$ cat src/rtl/branch_pc_sequencer.sv
// Multicycle PC sequencer: fetches over req/ack, feeds the branch unit, commits the resolved PC.
// 4 cycles per instruction plus 1 per ack-wait cycle; a fetch stalls on imem_ack and traps after ACK_TIMEOUT.
module branch_pc_sequencer #(
  parameter logic [31:0] RESET_PC    = 32'h0000_0000,
  parameter int          ACK_TIMEOUT = 16
) (
  input  logic        clk,
  input  logic        rst_n,
  input  logic        start,
  input  logic        halt_req,
  output logic        imem_req,
  output logic [31:0] iaddr,
  input  logic        imem_ack,
  input  logic [31:0] idata,
  output logic [4:0]  rs1_addr,
  output logic [4:0]  rs2_addr,
  output logic [31:0] br_instr,
  output logic [31:0] br_pc,
  input  logic [31:0] br_next_pc,
  output logic [31:0] pc,
  output logic        retire,
  output logic        branch_taken,
  output logic        trap,
  output logic [1:0]  trap_cause,
  output logic [31:0] retire_cnt,
  output logic [31:0] taken_cnt
);

  typedef enum logic [2:0] {
    S_IDLE, S_FETCH, S_DECODE, S_EXEC, S_UPDATE, S_TRAP
  } state_t;

  localparam logic [7:0]  TMO_LAST  = 8'(ACK_TIMEOUT - 1);
  localparam logic [6:0]  OP_BRANCH = 7'b1100011;
  localparam logic [1:0]  CAUSE_TMO = 2'b01;
  localparam logic [1:0]  CAUSE_F3  = 2'b10;
  localparam logic [1:0]  CAUSE_MIS = 2'b11;

  state_t      state_q, state_d;
  logic [31:0] pc_q, pc_d;
  logic [31:0] ir_q, ir_d;
  logic [31:0] next_pc_q, next_pc_d;
  logic        taken_q, taken_d;
  logic [7:0]  tmo_q, tmo_d;
  logic [1:0]  cause_q, cause_d;
  logic [31:0] retire_cnt_q, retire_cnt_d;
  logic [31:0] taken_cnt_q, taken_cnt_d;

  logic [31:0] pc_plus4;
  logic        is_branch;
  logic        bad_f3;
  logic [31:0] exec_next;
  logic        exec_taken;

  assign pc_plus4   = pc_q + 32'd4;
  assign is_branch  = (ir_q[6:0] == OP_BRANCH);
  assign bad_f3     = (ir_q[14:12] == 3'b010) || (ir_q[14:12] == 3'b011);
  assign exec_next  = is_branch ? br_next_pc : pc_plus4;
  // A branch landing on pc+4 is indistinguishable from fall-through, so it is not counted as taken.
  assign exec_taken = is_branch && (br_next_pc != pc_plus4);

  always_ff @(posedge clk or negedge rst_n) begin
    if (!rst_n) begin
      state_q      <= S_IDLE;
      pc_q         <= RESET_PC;
      ir_q         <= 32'd0;
      next_pc_q    <= 32'd0;
      taken_q      <= 1'b0;
      tmo_q        <= 8'd0;
      cause_q      <= 2'b00;
      retire_cnt_q <= 32'd0;
      taken_cnt_q  <= 32'd0;
    end else begin
      state_q      <= state_d;
      pc_q         <= pc_d;
      ir_q         <= ir_d;
      next_pc_q    <= next_pc_d;
      taken_q      <= taken_d;
      tmo_q        <= tmo_d;
      cause_q      <= cause_d;
      retire_cnt_q <= retire_cnt_d;
      taken_cnt_q  <= taken_cnt_d;
    end
  end

  always_comb begin
    state_d      = state_q;
    pc_d         = pc_q;
    ir_d         = ir_q;
    next_pc_d    = next_pc_q;
    taken_d      = taken_q;
    tmo_d        = tmo_q;
    cause_d      = cause_q;
    retire_cnt_d = retire_cnt_q;
    taken_cnt_d  = taken_cnt_q;
    case (state_q)
      S_IDLE: begin
        if (start) begin
          state_d = S_FETCH;
          tmo_d   = 8'd0;
        end
      end
      S_FETCH: begin
        if (imem_ack) begin
          ir_d    = idata;
          tmo_d   = 8'd0;
          state_d = S_DECODE;
        end else if (tmo_q == TMO_LAST) begin
          state_d = S_TRAP;
          cause_d = CAUSE_TMO;
        end else begin
          tmo_d = tmo_q + 8'd1;
        end
      end
      S_DECODE: state_d = S_EXEC;
      S_EXEC: begin
        if (is_branch && bad_f3) begin
          state_d = S_TRAP;
          cause_d = CAUSE_F3;
        end else if (exec_next[1:0] != 2'b00) begin
          state_d = S_TRAP;
          cause_d = CAUSE_MIS;
        end else begin
          next_pc_d = exec_next;
          taken_d   = exec_taken;
          state_d   = S_UPDATE;
        end
      end
      S_UPDATE: begin
        pc_d         = next_pc_q;
        retire_cnt_d = retire_cnt_q + 32'd1;
        taken_cnt_d  = taken_cnt_q + {31'd0, taken_q};
        tmo_d        = 8'd0;
        state_d      = halt_req ? S_IDLE : S_FETCH;
      end
      S_TRAP:  state_d = S_TRAP;
      default: state_d = S_IDLE;
    endcase
  end

  assign imem_req     = (state_q == S_FETCH);
  assign iaddr        = pc_q;
  assign rs1_addr     = ir_q[19:15];
  assign rs2_addr     = ir_q[24:20];
  assign br_instr     = (state_q == S_EXEC) ? ir_q : 32'd0;
  assign br_pc        = (state_q == S_EXEC) ? pc_q : 32'd0;
  assign pc           = pc_q;
  assign retire       = (state_q == S_UPDATE);
  assign branch_taken = (state_q == S_UPDATE) && taken_q;
  assign trap         = (state_q == S_TRAP);
  assign trap_cause   = cause_q;
  assign retire_cnt   = retire_cnt_q;
  assign taken_cnt    = taken_cnt_q;

endmodule

$ cat config.mk
export PLATFORM = sky130hd
export DESIGN_NAME = branch_pc_sequencer
export DESIGN_NICKNAME = d
export VERILOG_FILES = /design/src/rtl/branch_pc_sequencer.sv
export SDC_FILE = /design/constraint.sdc
export NUM_CORES = 1
export LEC_CHECK = 0
export ABC_CLOCK_PERIOD_IN_PS = 2450
export BUFFER_PORTS_ARGS = -buffer_cell sky130_fd_sc_hd__buf_2
export CAP_MARGIN = 25
export CORE_AREA = 2 2 146 148
export CTS_BUF_LIST = sky130_fd_sc_hd__clkbuf_16
export CTS_CLUSTER_DIAMETER = 150
export DETAILED_ROUTE_END_ITERATION = 10
export DIE_AREA = 0 0 148 150
export PLACE_DENSITY = 0.74
export SYNTH_ARGS = -nofsm -noshare
export SYNTH_HDL_FRONTEND = slang
export SYNTH_SLANG_ARGS = --single-unit
$ cat constraint.sdc
create_clock -name clk -period 2.45 [get_ports clk]
set_input_delay 0 -clock clk [delete_from_list [all_inputs] [get_ports clk]]
set_output_delay 0 -clock clk [all_outputs]
set_load 0.01 [all_outputs]
# Word level (Yosys, flattened, before mapping)
# Cells that the tools add are included.
# totals
ramBits	0
ff_bits	174
output_inout_bits	208
mem_count	0
inputBits	69
latch_bits	0
word_cells	63
romBits	0
# op_classes
add_sub_neg	4
order_cmp	0
mul	0
n_div	0
shifts	0
n_eq_ne	16
n_reduce_logical	13
muxes	19
bitwise	2
# op_table
op	n
32-bit 2-to-1 mux	3
32-bit by 1-bit adder with 32-bit output	1
32-bit by 1-bit adder with 32-bit output, second input constant	1
32-bit by 3-bit adder with 32-bit output, second input constant	1
32-bit inequality test	1
8-bit 2-to-1 mux	3
8-bit one-hot mux with 3 select lines	1
3-bit one-hot mux with 6 select lines	1
3-bit by 2-bit equality test with 1-bit output, second input constant	4
3-bit 2-to-1 mux	3
8-bit by 1-bit adder with 8-bit output, second input constant	1
8-bit by 4-bit equality test with 1-bit output, second input constant	1
2-bit 2-to-1 mux	4
7-bit equality test, second input constant	1
3-bit equality test, second input constant	2
3-bit inequality test, second input constant	2
3-bit AND reduction	2
2-bit inequality test, second input constant	2
2-bit one-hot mux with 2 select lines	1
2-bit AND reduction	2
4-bit AND reduction	1
2-bit nonzero test	2
3-bit by 1-bit equality test with 1-bit output, second input constant	1
1-bit logical AND	3
7 further kinds	10

# Longest topological paths before layout
# Gate-level depths: netlist of run 1.
# depth
ltp_word	6
mapped_depth	11
ltp_nobuf	9

# Worst setup path after synthesis of run 1
# Ideal clock, no wire load.
# synth_timing
path_type	register to register
startpoint	register pc_q[2], in the netlist iaddr[2]
endpoint	register taken_q
n_path_buf	1
setup_ps	129
required_ps	2321
arrival_time_ps	2377
path_stages_with_launch	11
synth_period_minus_slack_ps	2507
path_slack_ps	-57
cell_sequence	dfrtp_1 > ha_1 > nand3_2 > nor4_1 > buf_4 > nand4_1 > xor2_1 > a2bb2oi_1 > o2111ai_1 > nor4_2 > a21oi_1
# synth_between
elab_chain_len	3
# synth_rtl
element	line	rtl
from (decl)	40	logic [31:0] pc_q, pc_d;
from (signal assigned)	75	pc_q <= pc_d;
32-bit by 3-bit adder with 32-bit output	55	assign pc_plus4 = pc_q + 32'd4;
32-bit inequality test	60	assign exec_taken = is_branch && (br_next_pc != pc_plus4);
1-bit logical AND	60	
to (signal assigned)	78	taken_q <= taken_d;
to (decl)	43	logic taken_q, taken_d;
# No other way between the ends.
# A chain may end at the register's enable or synchronous reset.

# Worst setup path in the final report of run 1
# layout_timing
startpoint	register pc_q[3], in the netlist iaddr[3]
endpoint	register taken_q
# The elaborated chain is that of the path after synthesis.

==> results of run 1 <==
-- registers in the layout, indices dropped and copies added, names as in the netlist --
register,cells
taken_cnt,32
taken_q,1
next_pc_q,32
ir_q,32
tmo_q,8
iaddr,32
retire_cnt,32
state_q,3
trap_cause,2
-- layer usage --
layer  vias up  share of wire  GRT usage
li1       3876              -          -
met5         -              0          0
met4         0          0.033      0.102
met2       304           0.47      0.374
met1      3982           0.43      0.299
met3        63          0.059     0.0412
-- cell usage in the layout, fill, tap and decap left out, drive strengths merged, types with 4 or more instances in the layout --
master	netlist	routed
buf	52	355
dfrtp	174	174
nand2	84	84
xnor2	75	75
nor2	74	74
and2	67	67
dlygate4sd3	0	66
mux2	65	65
o21ai	47	47
xor2	45	45
nand3	38	38
a21oi	35	35
nand4	23	23
inv	16	22
and3	21	21
clkbuf	35	17
nor3	11	11
nor4	9	9
nand2b	7	7
and4	7	7
nand3b	5	5
ha	5	5
or4	4	4
-- final timing paths --
check                               from              to  slack (ps)
max                             iaddr[3]         taken_q         -30
min                                rst_n  retire_cnt[29]         130
max reg2reg                     iaddr[3]         taken_q         -30
min reg2reg                taken_cnt[31]   taken_cnt[31]         470
max in group asynchronous          rst_n         ir_q[4]        1560
min in group clk           br_next_pc[1]         taken_q         220
-- area by class of cell --
type / count / area, µm² / area share
clock buffers: 17 / 425 / 0.0334
clock inverters: 15 / 183 / 0.0143
inverters: 16 / 63.8 / 0.00501
multi-input cells: 664 / 4670 / 0.367
flip-flops and latches: 174 / 4360 / 0.342
well taps: 275 / 344 / 0.0270
repair buffers: 421 / 2690 / 0.211
-- timing repair --
item,in CTS,in global routing
resized for setup,6,43
pin swaps,2,17
hold buffers,66,0
endpoints found under the setup margin,2,13
hold endpoints to repair,126,0
setup buffers,0,11
-- through the flow --
step,utilization,total power (W),setup WS (ps)
final,0.616,0.00989,-35.0
after global routing,0.616,0.0105,-176
after CTS,0.602,0.00985,-5.09
after detailed placement,0.540,0.00688,-62.5
after global placement,0.540,0.00679,15.6
after floorplan,-,0.00586,6.53
-- synthesized netlist by cell type (all sizes together) (4+ instances only) --
master	count	share of area
nand3b	5	0.0040
nand3	38	0.023
mux2	65	0.078
buf	52	0.041
or4	4	0.0037
and2	67	0.045
nor4	9	0.0083
and4	7	0.0065
xnor2	75	0.070
nor2	74	0.030
nor3	11	0.0064
clkbuf	35	0.014
and3	21	0.014
xor2	45	0.042
dfrtp	174	0.46
a21oi	35	0.019
nand2b	7	0.0047
inv	16	0.0064
nand4	23	0.016
o21ai	47	0.025
ha	5	0.0067
nand2	84	0.034
-- cell families (layout without fill, tap and decap cells) --
kind of cell / after synthesis / after routing / share of synthesized area
xor gates and xnor gates: 121 / 121 / 0.114
and+or+nand+nor: 364 / 364 / 0.207
AOI/OAI and AO/OA: 107 / 107 / 0.0673
muxes: 67 / 67 / 0.0800
DFF: 174 / 174 / 0.463
adders and majority gates: 5 / 5 / 0.00666
buffers and inverters: 103 / 469 / 0.0617
-- power groups by stage --
stage / Combinational (W) / Clock, W / Sequential (W)
2_1_floorplan: 0.00201 / 0 / 0.00384
3_3_place_gp: 0.00297 / 0 / 0.00381
3_5_place_dp: 0.00303 / 0 / 0.00385
4_1_cts: 0.00315 / 0.00290 / 0.00380
5_1_grt: 0.00353 / 0.00302 / 0.00390
6_report: 0.00323 / 0.00283 / 0.00382
-- worst reg2reg max path, cell delays in order (launching register included) --
cell	delay, ps
dfrtp_2	420
ha_4	160
nand3_4	70
nor4_4	380
buf_4	170
nand4_1	150
xnor2_2	200
xnor2_1	260
o221ai_2	190
nor4_2	250
a21oi_1	100
==> out/metrics.yaml, run 1 <==
run_status:
  outcome: "finished with violations"
  violations: "negative setup slack"
clocking:
  cts_tree: "yes"
  clk_pin_slew_ps: 70
  cts_root_buf: "clkbuf_16"
  numCtsBuffers: 17
  cts_max_level: 4
  clock_latency_ps: 430
  cts_sinks: 174
  cts.path.max_buffers: 2
global_route:
  grt_max_degree: 66
  grt_pass1_vias: 8033
  antenna_found_initial: 0
  grtUsageTotal: 0.229
  grt_pass1_wl_um: 40400
  grt_overflow: 0
floorplan:
  row_count: 53
  io_pins: 277
  die_y_um: 150
  die-area_mm2: 0.0222
  fp.coreArea_mm2: 0.0207
  die_x_um: 148
  start_util: 0.454
logic_synthesis:
  synth-warning-count: 0
  synth.avg_cell_area_um2: 9.98
  netlist_instances: 941
  ys_types: 67
  ys_seq_area_frac: 0.463
  synthArstFlopShare: 1.00
  synthesis.area_mm2: 0.00940
  synth-seq-cells: 174
  synth_nets: 1015
  synth_edf_count: 0
  synthFlopType: "dfrtp_1"
sta:
  fin_ws_ps: -35.0
  report.final.slew_viol_count: 0
  slew_headroom: 0.588
  rsz0062_at_grt: "true"
  setup_viol: 1
  hold_violations: 0
  fmax_mhz: 402
  timing.final.crit_share: 1.01
  worst_slew_pin_slew_ps: 618
  finalCriticalPeriod_ps: 2480
  holdWs_ps: 130
  clock-skew-final_ps: 13.0
  fin_tns_setup_ps: -35.0
detailed_routing:
  dr.pass1.iters: 5
  vias: 8225
  drc_errors: 0
  drtIter0Drc: 481
  antenna_left: 0
  routed_wirelength_um: 25900
  drt-vias-per-instance: 5.20
  avgRoutedWirePerCell_um: 16.4
place:
  gp_congestion: 0.952
  place_inst: 1473
  portBuffers: 276
  dp_hpwl_um: 18100
  placed_area_mm2: 0.0112
worst_setup_path:
  cp.arrival_ps: 2780
  crit_chain: "ha_4 -> nand3_4 -> nor4_4 -> buf_4 -> nand4_1 -> xnor2_2 -> xnor2_1 -> o221ai_2 -> nor4_2 -> a21oi_1"
  crit_required_ps: 2740
  slowest_delay_ps: 420
  cpMaxStageDelayCell: "dfrtp_2"
  cp-end-kind: "flip-flop"
  critPathBufInv: 1
  r2r_cells: 10
  critPathLaunchType: "flip-flop"
  cp.depth: 10
  cp_top_family: "simple AND/OR/NAND/NOR gates"
  cp_max_fo: 4
  path_class: "flip-flop to flip-flop"
power:
  leakage_nw: 6.41
  peakVddDrop_v: 0.000525
  seq_power_share: 0.386
  swShare: 0.336
  clock_power_share: 0.286
  p_comb_frac: 0.327
  p_sw_w: 0.00333
  intPower_w: 0.00656
  powerDensity_mw_per_mm2: 776
final_layout:
  n_fill_cell: 1693
  diodes: 0
  drive_gt1_frac: 0.388
  final_area_mm2: 0.0127
  fin_nets: 1368
  stdcell_count: 1582
  synthToLayoutAreaGrowth_pct: 35.6
flow_run:
  drv_cap: 0
min_path:
  hold_class: "input port to async pin"
Note: power is estimated with default switching activity, not from simulation.
==> inputs of run 2 (changes only) <==
Settings changed: BUFFER_PORTS_ARGS -buffer_cell sky130_fd_sc_hd__buf_2 to -buffer_cell sky130_fd_sc_hd__buf_4, PLACE_DENSITY 0.74 to unset, PLACE_DENSITY_LB_ADDON set to 0.05.
==> out/metrics.yaml, run 2 (synthesis gave the netlist of run 1 again) <==
place:
  gp_congestion: 0.915  # -3.9%
  placed_area_mm2: 0.0118  # +6.1%
  dp_hpwl_um: 18600  # +3.0%
  pre_cts_ws_ps: -38.9  # +23.6 ps
  portBuffers: 276  # unchanged
power:
  powerDensity_mw_per_mm2: 776  # about the same
  peakVddDrop_v: 0.000551  # +5.0%
  p_total_w: 0.0103  # +4.1%
  leakage_nw: 6.38  # -0.43%
final_layout:
  drive_gt1_frac: 0.367  # -0.0208
  synthToLayoutAreaGrowth_pct: 41.1
  fin_nets: 1357  # -0.80%
  layout_common_cells: "buf_4, dfrtp_1, nand2_1, xnor2_1, nor2_1"
  final_area_mm2: 0.0133  # +4.1%
  n_fill_cell: 1780  # +5.1%
  layout_commonest_cell: "buf_4"
  diodes: 0  # unchanged
  fin_util: 0.641  # +0.0250
sta:
  rsz0062_at_grt: "true"
  clock-skew-final_ps: 13.6  # +0.567 ps
  report.final.slew_viol_count: 0  # unchanged
  slew_headroom: 0.593  # +0.00463
  finalCriticalPeriod_ps: 2400  # -81.6 ps
  fin_ws_ps: 46.6  # +81.6 ps
  worst_slew_pin_slew_ps: 611  # -6.94 ps
  fmax_mhz: 416  # +3.4%
  timing.final.crit_share: 0.981  # -0.0333
  holdWs_ps: 118  # -11.4 ps
  setup_viol: 0  # -1
  hold_violations: 0  # unchanged
clocking:
  clock_latency_ps: 430  # about the same
  cts_sinks: 174  # unchanged
  cts_root_buf: "clkbuf_16"
  cts_max_level: 4  # unchanged
  cts_tree: "yes"
  clk_pin_slew_ps: 70  # about the same
  cts.path.max_buffers: 2  # unchanged
  numCtsBuffers: 17  # unchanged
floorplan:
  start_util: 0.454  # unchanged
  fp.coreArea_mm2: 0.0207  # unchanged
  die_x_um: 148  # unchanged
  die_y_um: 150  # unchanged
  io_pins: 277  # unchanged
  row_count: 53  # unchanged
  die-area_mm2: 0.0222  # unchanged
global_route:
  grt_pass1_vias: 7763  # -3.4%
  antenna_found_initial: 0  # unchanged
  grt_pass1_wl_um: 41200  # +2.1%
  grt_overflow: 0  # unchanged
  grtUsageTotal: 0.234  # +0.00490
  grt_max_degree: 62  # -6.1%
detailed_routing:
  avgRoutedWirePerCell_um: 16.4  # about the same
  vias: 7864  # -4.4%
  dr.pass1.iters: 5  # unchanged
  drtIter0Drc: 439  # -8.7%
  antenna_left: 0  # unchanged
  drt-vias-per-instance: 5.01  # -3.6%
  routed_wirelength_um: 25700  # -0.85%
  drc_errors: 0  # unchanged
worst_setup_path:
  cpMaxStageDelayCell: "or4_4"
  path_class: "flip-flop to flip-flop"
  critPathLaunchType: "flip-flop"
  crit_chain: "ha_2 -> nand3_4 -> buf_6 -> nor3_4 -> xnor2_2 -> xor2_1 -> o311ai_0 -> or4_4 -> nor4_2 -> a21oi_1"
  slowest_delay_ps: 450  # +30 ps
  cp_max_fo: 6  # +2
  crit_required_ps: 2750  # about the same
  cp_top_family: "simple AND/OR/NAND/NOR gates"
  critPathBufInv: 1  # unchanged
  cp.arrival_ps: 2700  # -80 ps
  cp-end-kind: "flip-flop"
min_path:
  hold_class: "input port to async pin"
run_status:
  outcome: "completed"
flow_run:
  drv_cap: 0  # unchanged
[run 2: final timing paths]
path                                from       endpoint  slack [ps]  cells after the start
setup / recovery                iaddr[3]        taken_q          50                     10
hold / removal                     rst_n  taken_cnt[26]         120                      2
setup reg to reg                iaddr[3]        taken_q          50                     10
hold reg to reg            taken_cnt[31]  taken_cnt[31]         470                      1
max in group asynchronous          rst_n      iaddr[25]        1570                      3
min in group clk           br_next_pc[1]        taken_q         140                      4
[run 2: metal layers]
layer  part of all wire  wire length [µm]  vias to the layer above  global-route usage
met5                  0                 0                        -                   0
met4              0.015               379                        0              0.0657
met3              0.051              1320                       24              0.0415
met2               0.46             11700                      237               0.367
met1               0.48             12200                     3756               0.334
li1                   -                 -                     3847                   -
[run 2: per-stage QoR]
step | TNS, ps | cells
global placement | 0 | 1471
floorplan | 0 | 941
global route | -59.1 | 1569
finish | 0 | 1569
detailed placement | -38.9 | 1471
CTS | 0 | 1568
[run 2: repair_timing]
action                                  4_1_cts  5_1_grt
pin swaps                                     1        1
endpoints found under the hold margin       122        0
hold buffers                                 66        0
endpoints found under the setup margin        1       22
buffers inserted                              1        1
resized for setup                             5       12
[run 2: where the power goes]
part           switching [W]  internal [W]  total [W]
combinational        0.00171       0.00174    0.00345
sequential          0.000387       0.00341    0.00379
clock                0.00122       0.00183    0.00305
[run 2: cell type report]
| type | instances | area (µm²) | area share |
|---|---|---|---|
| Clock buffer | 17 | 425 | 0.0321 |
| Sequential cell | 174 | 4360 | 0.329 |
| Tap cell | 275 | 344 | 0.0260 |
| Multi-Input combinational cell | 664 | 4550 | 0.343 |
| Clock inverter | 13 | 223 | 0.0168 |
| Inverter | 16 | 60.1 | 0.00453 |
| Timing Repair Buffer | 410 | 3300 | 0.249 |
